## src/rtl/usb_reg_bridge_pkg.sv

```systemverilog
// Shared definitions for the USB-to-register bridge: FSM encoding and
// default parameter values.
package usb_reg_bridge_pkg;

  localparam int DEF_BYTECNT_SIZE    = 7;
  localparam int DEF_REGISTERED_READ = 1;

  typedef enum logic [1:0] {
    ST_IDLE     = 2'd0,
    ST_WR       = 2'd1,
    ST_RD_WAIT  = 2'd2,
    ST_RD_DRIVE = 2'd3
  } state_e;

endpackage

```

## src/rtl/usb_reg_bridge.sv

```systemverilog
// Bridges an asynchronous MCU-style strobe bus onto single-cycle register
// read/write pulses; the read byte is presented on usb_dout while usb_isout is high.
module usb_reg_bridge
  import usb_reg_bridge_pkg::*;
#(
  parameter int pBYTECNT_SIZE    = DEF_BYTECNT_SIZE,
  parameter int pREGISTERED_READ = DEF_REGISTERED_READ,
  parameter int pADDR_WIDTH      = 8 + pBYTECNT_SIZE
) (
  input  logic                     usb_clk,
  input  logic                     reset,
  input  logic [pADDR_WIDTH-1:0]   usb_addr,
  input  logic [7:0]               usb_din,
  output logic [7:0]               usb_dout,
  output logic                     usb_isout,
  input  logic                     usb_cen_n,
  input  logic                     usb_rdn,
  input  logic                     usb_wrn,
  output logic [7:0]               reg_address,
  output logic [pBYTECNT_SIZE-1:0] reg_bytecnt,
  output logic [7:0]               write_data,
  input  logic [7:0]               read_data,
  output logic                     reg_read,
  output logic                     reg_write,
  output logic                     protocol_err
);

  logic [pADDR_WIDTH-1:0] addr_q;
  logic [7:0]             din_q;
  logic                   cen_n_q, rdn_q, wrn_q;
  logic                   rdn_prev_q, wrn_prev_q;
  logic [1:0]             warm_q;

  state_e                 state_q, state_d;
  logic [pADDR_WIDTH-1:0] addr_lat_q;
  logic [7:0]             wdata_q;
  logic [7:0]             dout_q;
  logic                   rd_pulse_q, wr_pulse_q;
  logic                   rd_cnt_q;
  logic                   perr_q;

  logic rd_fall, wr_fall, start_wr, start_rd, start_err, is_idle, rd_ready;

  // Input stage plus a second strobe copy for edge detection.
  always_ff @(posedge usb_clk or posedge reset) begin
    if (reset) begin
      addr_q     <= '0;
      din_q      <= '0;
      cen_n_q    <= 1'b1;
      rdn_q      <= 1'b1;
      wrn_q      <= 1'b1;
      rdn_prev_q <= 1'b1;
      wrn_prev_q <= 1'b1;
      warm_q     <= 2'b00;
    end else begin
      addr_q     <= usb_addr;
      din_q      <= usb_din;
      cen_n_q    <= usb_cen_n;
      rdn_q      <= usb_rdn;
      wrn_q      <= usb_wrn;
      rdn_prev_q <= rdn_q;
      wrn_prev_q <= wrn_q;
      warm_q     <= {warm_q[0], 1'b1};
    end
  end

  // Edges only count once both strobe copies hold real post-reset samples,
  // so a strobe held low across reset release never looks like a fall.
  assign rd_fall   = warm_q[1] & rdn_prev_q & ~rdn_q;
  assign wr_fall   = warm_q[1] & wrn_prev_q & ~wrn_q;
  assign start_wr  = ~cen_n_q & wr_fall & rdn_q;
  assign start_rd  = ~cen_n_q & rd_fall & wrn_q;
  assign start_err = ~cen_n_q & (rd_fall | wr_fall) & ~rdn_q & ~wrn_q;
  assign is_idle   = (state_q == ST_IDLE);
  assign rd_ready  = (rd_cnt_q == 1'(pREGISTERED_READ));

  always_ff @(posedge usb_clk or posedge reset) begin
    if (reset) begin
      state_q <= ST_IDLE;
    end else begin
      state_q <= state_d;
    end
  end

  always_comb begin
    state_d = state_q;
    unique case (state_q)
      ST_IDLE: begin
        if (start_wr) begin
          state_d = ST_WR;
        end else if (start_rd) begin
          state_d = ST_RD_WAIT;
        end
      end
      ST_WR: begin
        if (wrn_q || cen_n_q) state_d = ST_IDLE;
      end
      ST_RD_WAIT: begin
        if (cen_n_q) begin
          state_d = ST_IDLE;
        end else if (rd_ready) begin
          state_d = ST_RD_DRIVE;
        end
      end
      ST_RD_DRIVE: begin
        if (rdn_q || cen_n_q) state_d = ST_IDLE;
      end
      default: state_d = ST_IDLE;
    endcase
  end

  always_comb begin
    usb_isout = (state_q == ST_RD_DRIVE);
    reg_read  = rd_pulse_q;
    reg_write = wr_pulse_q;
  end

  // Datapath: latched address/data, pulses, read-latency counter, sticky error.
  always_ff @(posedge usb_clk or posedge reset) begin
    if (reset) begin
      addr_lat_q <= '0;
      wdata_q    <= '0;
      dout_q     <= '0;
      rd_pulse_q <= 1'b0;
      wr_pulse_q <= 1'b0;
      rd_cnt_q   <= 1'b0;
      perr_q     <= 1'b0;
    end else begin
      rd_pulse_q <= is_idle & start_rd;
      wr_pulse_q <= is_idle & start_wr;
      if (is_idle && (start_wr || start_rd)) addr_lat_q <= addr_q;
      if (is_idle && start_wr) wdata_q <= din_q;
      if (is_idle && start_rd) begin
        rd_cnt_q <= 1'b0;
      end else if (state_q == ST_RD_WAIT && !rd_ready) begin
        rd_cnt_q <= rd_cnt_q + 1'b1;
      end
      if (state_q == ST_RD_WAIT && !cen_n_q && rd_ready) dout_q <= read_data;
      if (is_idle && start_err) perr_q <= 1'b1;
    end
  end

  assign reg_address  = addr_lat_q[pADDR_WIDTH-1:pBYTECNT_SIZE];
  assign reg_bytecnt  = addr_lat_q[pBYTECNT_SIZE-1:0];
  assign write_data   = wdata_q;
  assign usb_dout     = dout_q;
  assign protocol_err = perr_q;

endmodule

```

## config.mk

```make
export PLATFORM = sky130hd
export DESIGN_NAME = usb_reg_bridge
export DESIGN_NICKNAME = d
export VERILOG_FILES = /design/src/rtl/usb_reg_bridge_pkg.sv /design/src/rtl/usb_reg_bridge.sv
export SDC_FILE = /design/constraint.sdc
export NUM_CORES = 1
export LEC_CHECK = 0
export BUFFER_PORTS_ARGS = -buffer_cell sky130_fd_sc_hd__buf_4
export CORE_MARGIN = 2
export CORE_UTILIZATION = 45
export DETAILED_ROUTE_END_ITERATION = 16
export GPL_TIMING_DRIVEN = 0
export PLACE_DENSITY = 0.74
export SETUP_SLACK_MARGIN = 0.4
export SLEW_MARGIN = 10
export SYNTH_ARGS = -nofsm -noshare
export SYNTH_HDL_FRONTEND = slang
export SYNTH_SLANG_ARGS = --single-unit
```

## constraint.sdc

```tcl
create_clock -name usb_clk -period 2.1 [get_ports usb_clk]
set_input_delay 0 -clock usb_clk [delete_from_list [all_inputs] [get_ports usb_clk]]
set_output_delay 0 -clock usb_clk [all_outputs]
set_load 0.05 [all_outputs]
```

# After elaboration in Yosys (flattened, before gate mapping)
# Index checks and enable logic that the tools add are counted.
[word_totals]
regBits = 67
latch_bits = 0
mem_bits_rw = 0
mem_bits_ro = 0
in_bits = 36
output_inout_bits = 35
elab_cells = 65
mem_count = 0
[classes]
n_addsub = 1
n_mul = 0
div = 0
n_lt_le_gt_ge = 0
n_eq_ne = 7
shift = 0
muxes = 9
bitwise_logic = 17
reduce_logical = 15
[ops]
columns = ["cell", "n"]
rows = [
  ["$and 1x1->1", 13],
  ["$mux 2", 6],
  ["$pmux 2 s4", 1],
  ["$logic_and 1x1->1", 7],
  ["$ne 3x3->1 const B", 2],
  ["$eq 2x2->1 const B", 2],
  ["$reduce_and 4->1", 1],
  ["$logic_or 1x1->1", 3],
  ["$not 1->1", 3],
  ["$eq 2x1->1 const B", 1],
  ["$logic_not 1->1", 2],
  ["$logic_not 2->1", 1],
  ["$mux 1", 2],
  ["$ne 2x1->1 const B", 1],
  ["$ne 2x2->1 const B", 1],
  ["$reduce_bool 2->1", 1],
  ["$add 1x1->1 const B", 1],
  ["$or 1x1->1", 1],
]

# Longest topological paths before layout
[logic_depth]
word_depth = 7
mapped_depth = 6
mapped_depth_nobuf = 3

# Least setup slack after synthesis
# No wires, ideal clock.
[synth_timing]
path_kind = "reg2reg"
startpoint = "reg state_q[0]"
endpoint = "reg addr_lat_q[0]"
setup_time_ns = 0.125
arrival_time_ns = 1.832
required_ns = 1.975
slack_ns = 0.143
stages_incl_launch_ff = 7
n_path_buf = 3
period_less_slack_ns = 1.957
path_cell_list = "dfrtp_1 > buf_6 > or3b_4 > buf_6 > a211oi_4 > buf_12 > mux2_4"
[synth_between]
elab_chain_len = 2
[synth_rtl]
columns = ["item", "line_no", "source"]
rows = [
  ["start, declared", "usb_reg_bridge.sv:34", "state_e state_q, state_d;"],
  ["start signal, assigned", "usb_reg_bridge.sv:81", "state_q <= state_d;"],
  ["$logic_not 2->1", "usb_reg_bridge.sv:74", "assign is_idle = (state_q == ST_IDLE);"],
  ["$logic_and 1x1->1", "usb_reg_bridge.sv:131", "if (is_idle && (start_wr || start_rd)) addr_lat_q <= addr_q;"],
  ["end signal, assigned", "usb_reg_bridge.sv:131", ""],
  ["end, declared", "usb_reg_bridge.sv:35", "logic [pADDR_WIDTH-1:0] addr_lat_q;"],
]
# Every way passes these cells.
# A chain may end at the register's enable or synchronous reset.

# Final worst setup path
[layout_timing]
startpoint = "reg state_q[0]"
endpoint = "reg addr_lat_q[11]"
# The elaborated chain is that of the path after synthesis.

==> metrics <==
status finished clean; chip height 76.1 um; Synth area leaders dfrtp_1 66%, mux2_2 11%, mux2_4 6.4%; PD cells 1440 nW/um2; EDFF count, synth 0; layout cells sized above 1 55.6%; Max Cap Violations 0; drt drc 0; latest clock arrival within the worst-skew pair 330 ps; drt total wl 4980 um; Gate Count Post-Synth 131; post-route cell area 3710 um2; syn avg cell area 17.9 um2; Slew Limit Fails 0; Post-synth ARST share 100%; Root Buffer clkbuf_8; largest net degree at the start of global routing 68; Max VDD drop 0.820 mV; synthesized area 2340 um2; Yosys cell types 27; row count 26; final antenna-violating net count 0; number of synthesized register bits 67; max_slew headroom 47.2%; CP startpoint kind flip-flop; clock skew 11.0 ps; Starting Density 46.1%; HP Class primary input to flip-flop; Slew @ Worst Pin 792 ps; DRT Pass-1 Iters 4; CTS tree built; CTS Sinks 67; Main synth FF type dfrtp_1; Max Fanout on Critical Path 5; crit path kind flip-flop to flip-flop; count of final setup violators 0; Seq/Total Area, Yosys 72.0%; GRT overflow 0; dpl ws 71.0 ps; global placement routability congestion 0.671; Fill cells 343; core area 5070 um2; Worst Setup End Kind flip-flop; die width 76.1 um; RSZ-0062 raised after global routing yes; wire length per cell 14.8 um; vias in the first global route 1665; syn_nets 167; Area after DPL 2980 um2; area grow syn2layout 58.9%; Num CTS Buffers 9; CP arrival 2140 ps; Tmin final 1920 ps; Post-Layout Cell Count 336; I/O pins 71; vias after detailed routing 1548; Iteration-0 DRC Markers 90; Syn. warnings 0; Setup TNS Final 0 ps; area leader, netlist dfrtp_1; initial antenna violation count 0; leakage 1.74 nW; diode count 0; Final Hold Viols 0; Peak Freq 521 MHz; detailed placement HPWL 2680 um; Setup WS post-layout 180 ps; Synth top area share 66.3%; fin util 73.2%; Nets 297; Hold Worst Slack 315 ps; total chip power 5.34 mW; Reg clk slew, reported paths 70 ps; WP data required 2320 ps; placed cells 271; H-tree Lvls 3; Clock Path Buffers 2; global-route wire length before repair 8020 um; Total GRT Usage 17.9%; Die Area 5790 um2; port buffer count 70; via-per-instance ratio 4.61; Final Cycle Share 91.4%
## routing by layer
| metal | vias up | wire (um) | track usage, % |
|---|---|---|---|
| li1 | 715 | - | - |
| met1 | 765 | 2110 | 23.1 |
| met2 | 62 | 2550 | 28.8 |
| met3 | 6 | 275 | 4.86 |
| met4 | 0 | 48 | 7.64 |
| met5 | - | 0 | 0 |
## cell type report
cell class                 instances  area [um2]  share of cell area, %
timing repair buffer             119        1040                   27.9
buffer                             4        50.0                   1.35
multi-input combinational         58         652                   17.5
sequential                        67        1680                   45.3
inverter                           2        10.0                  0.269
clock inverter                     4        50.0                   1.35
tap                               70        87.6                   2.36
clock buffer                      12         145                   3.91
## placed cells by master (no fill, tap or decap), types with 2 or more instances in the layout
cell,count
dfstp_2,5
dfrtp_1,62
buf_4,75
nor3b_1,2
mux2_2,10
buf_12,2
nor3_1,2
nand3b_1,2
clkinvlp_4,2
dlygate4sd3_1,35
clkbuf_1,2
o21bai_1,2
mux2_4,22
o21ai_0,4
clkbuf_8,10
buf_6,9
nor3_4,2
## registers in the layout, summed over array words and instances (netlist names), 2 cells and up
register / flops
warm_q: 2
usb_dout: 8
write_data: 8
din_q: 8
addr_lat_q: 15
addr_q: 15
state_q: 2
## logic make-up (layout without fill, tap and decap cells)
family	count (synthesis)	after routing	synth area share, %
other cells	1	1	0.160
simple gates	12	12	4.07
compound gates	13	13	4.44
mux	32	32	17.0
buf+inv	6	141	2.35
flops	67	67	72.0
## final timing paths
kind,from,end,slack [ps],cells past startpoint
min reg2reg,warm_q[0],warm_q[1],360,0
max in group asynchronous,reset,protocol_err,1180,3
min,usb_addr[14],addr_q[14],320,2
max,state_q[0],addr_lat_q[11],180,7
min in group asynchronous,reset,addr_lat_q[1],400,3
max reg2reg,state_q[0],addr_lat_q[11],180,7
## power by group
group	switching, mW	internal, mW
Clock	0.472	0.580
Sequential	0.202	1.65
Combinational	1.49	0.951
Total	2.16	3.18
## synth_stat cells, types with 2 or more instances
cell       n
buf_6      2
dfrtp_1   62
dfstp_2    5
inv_1      2
mux2_2    22
mux2_4    10
nand3b_1   2
nor3_1     2
nor3b_1    2
o21ai_0    4
o21bai_1   2
## critical path: stages (launching register included)
cell	delay, ps
dfrtp_1	380
buf_6	120
or3b_4	360
buf_6	140
a211oi_4	210
buf_4	170
clkbuf_16	140
mux2_4	290
## timing repair
action | CTS | global route
endpoints found under the hold margin | 96 | 0
endpoints found under the setup margin | 32 | 31
cloned | 0 | 1
hold buffers | 35 | 0
pin swaps | 2 | 3
gates resized for setup | 6 | 8
setup buffers | 9 | 4
(Power assumes the default switching activity.)
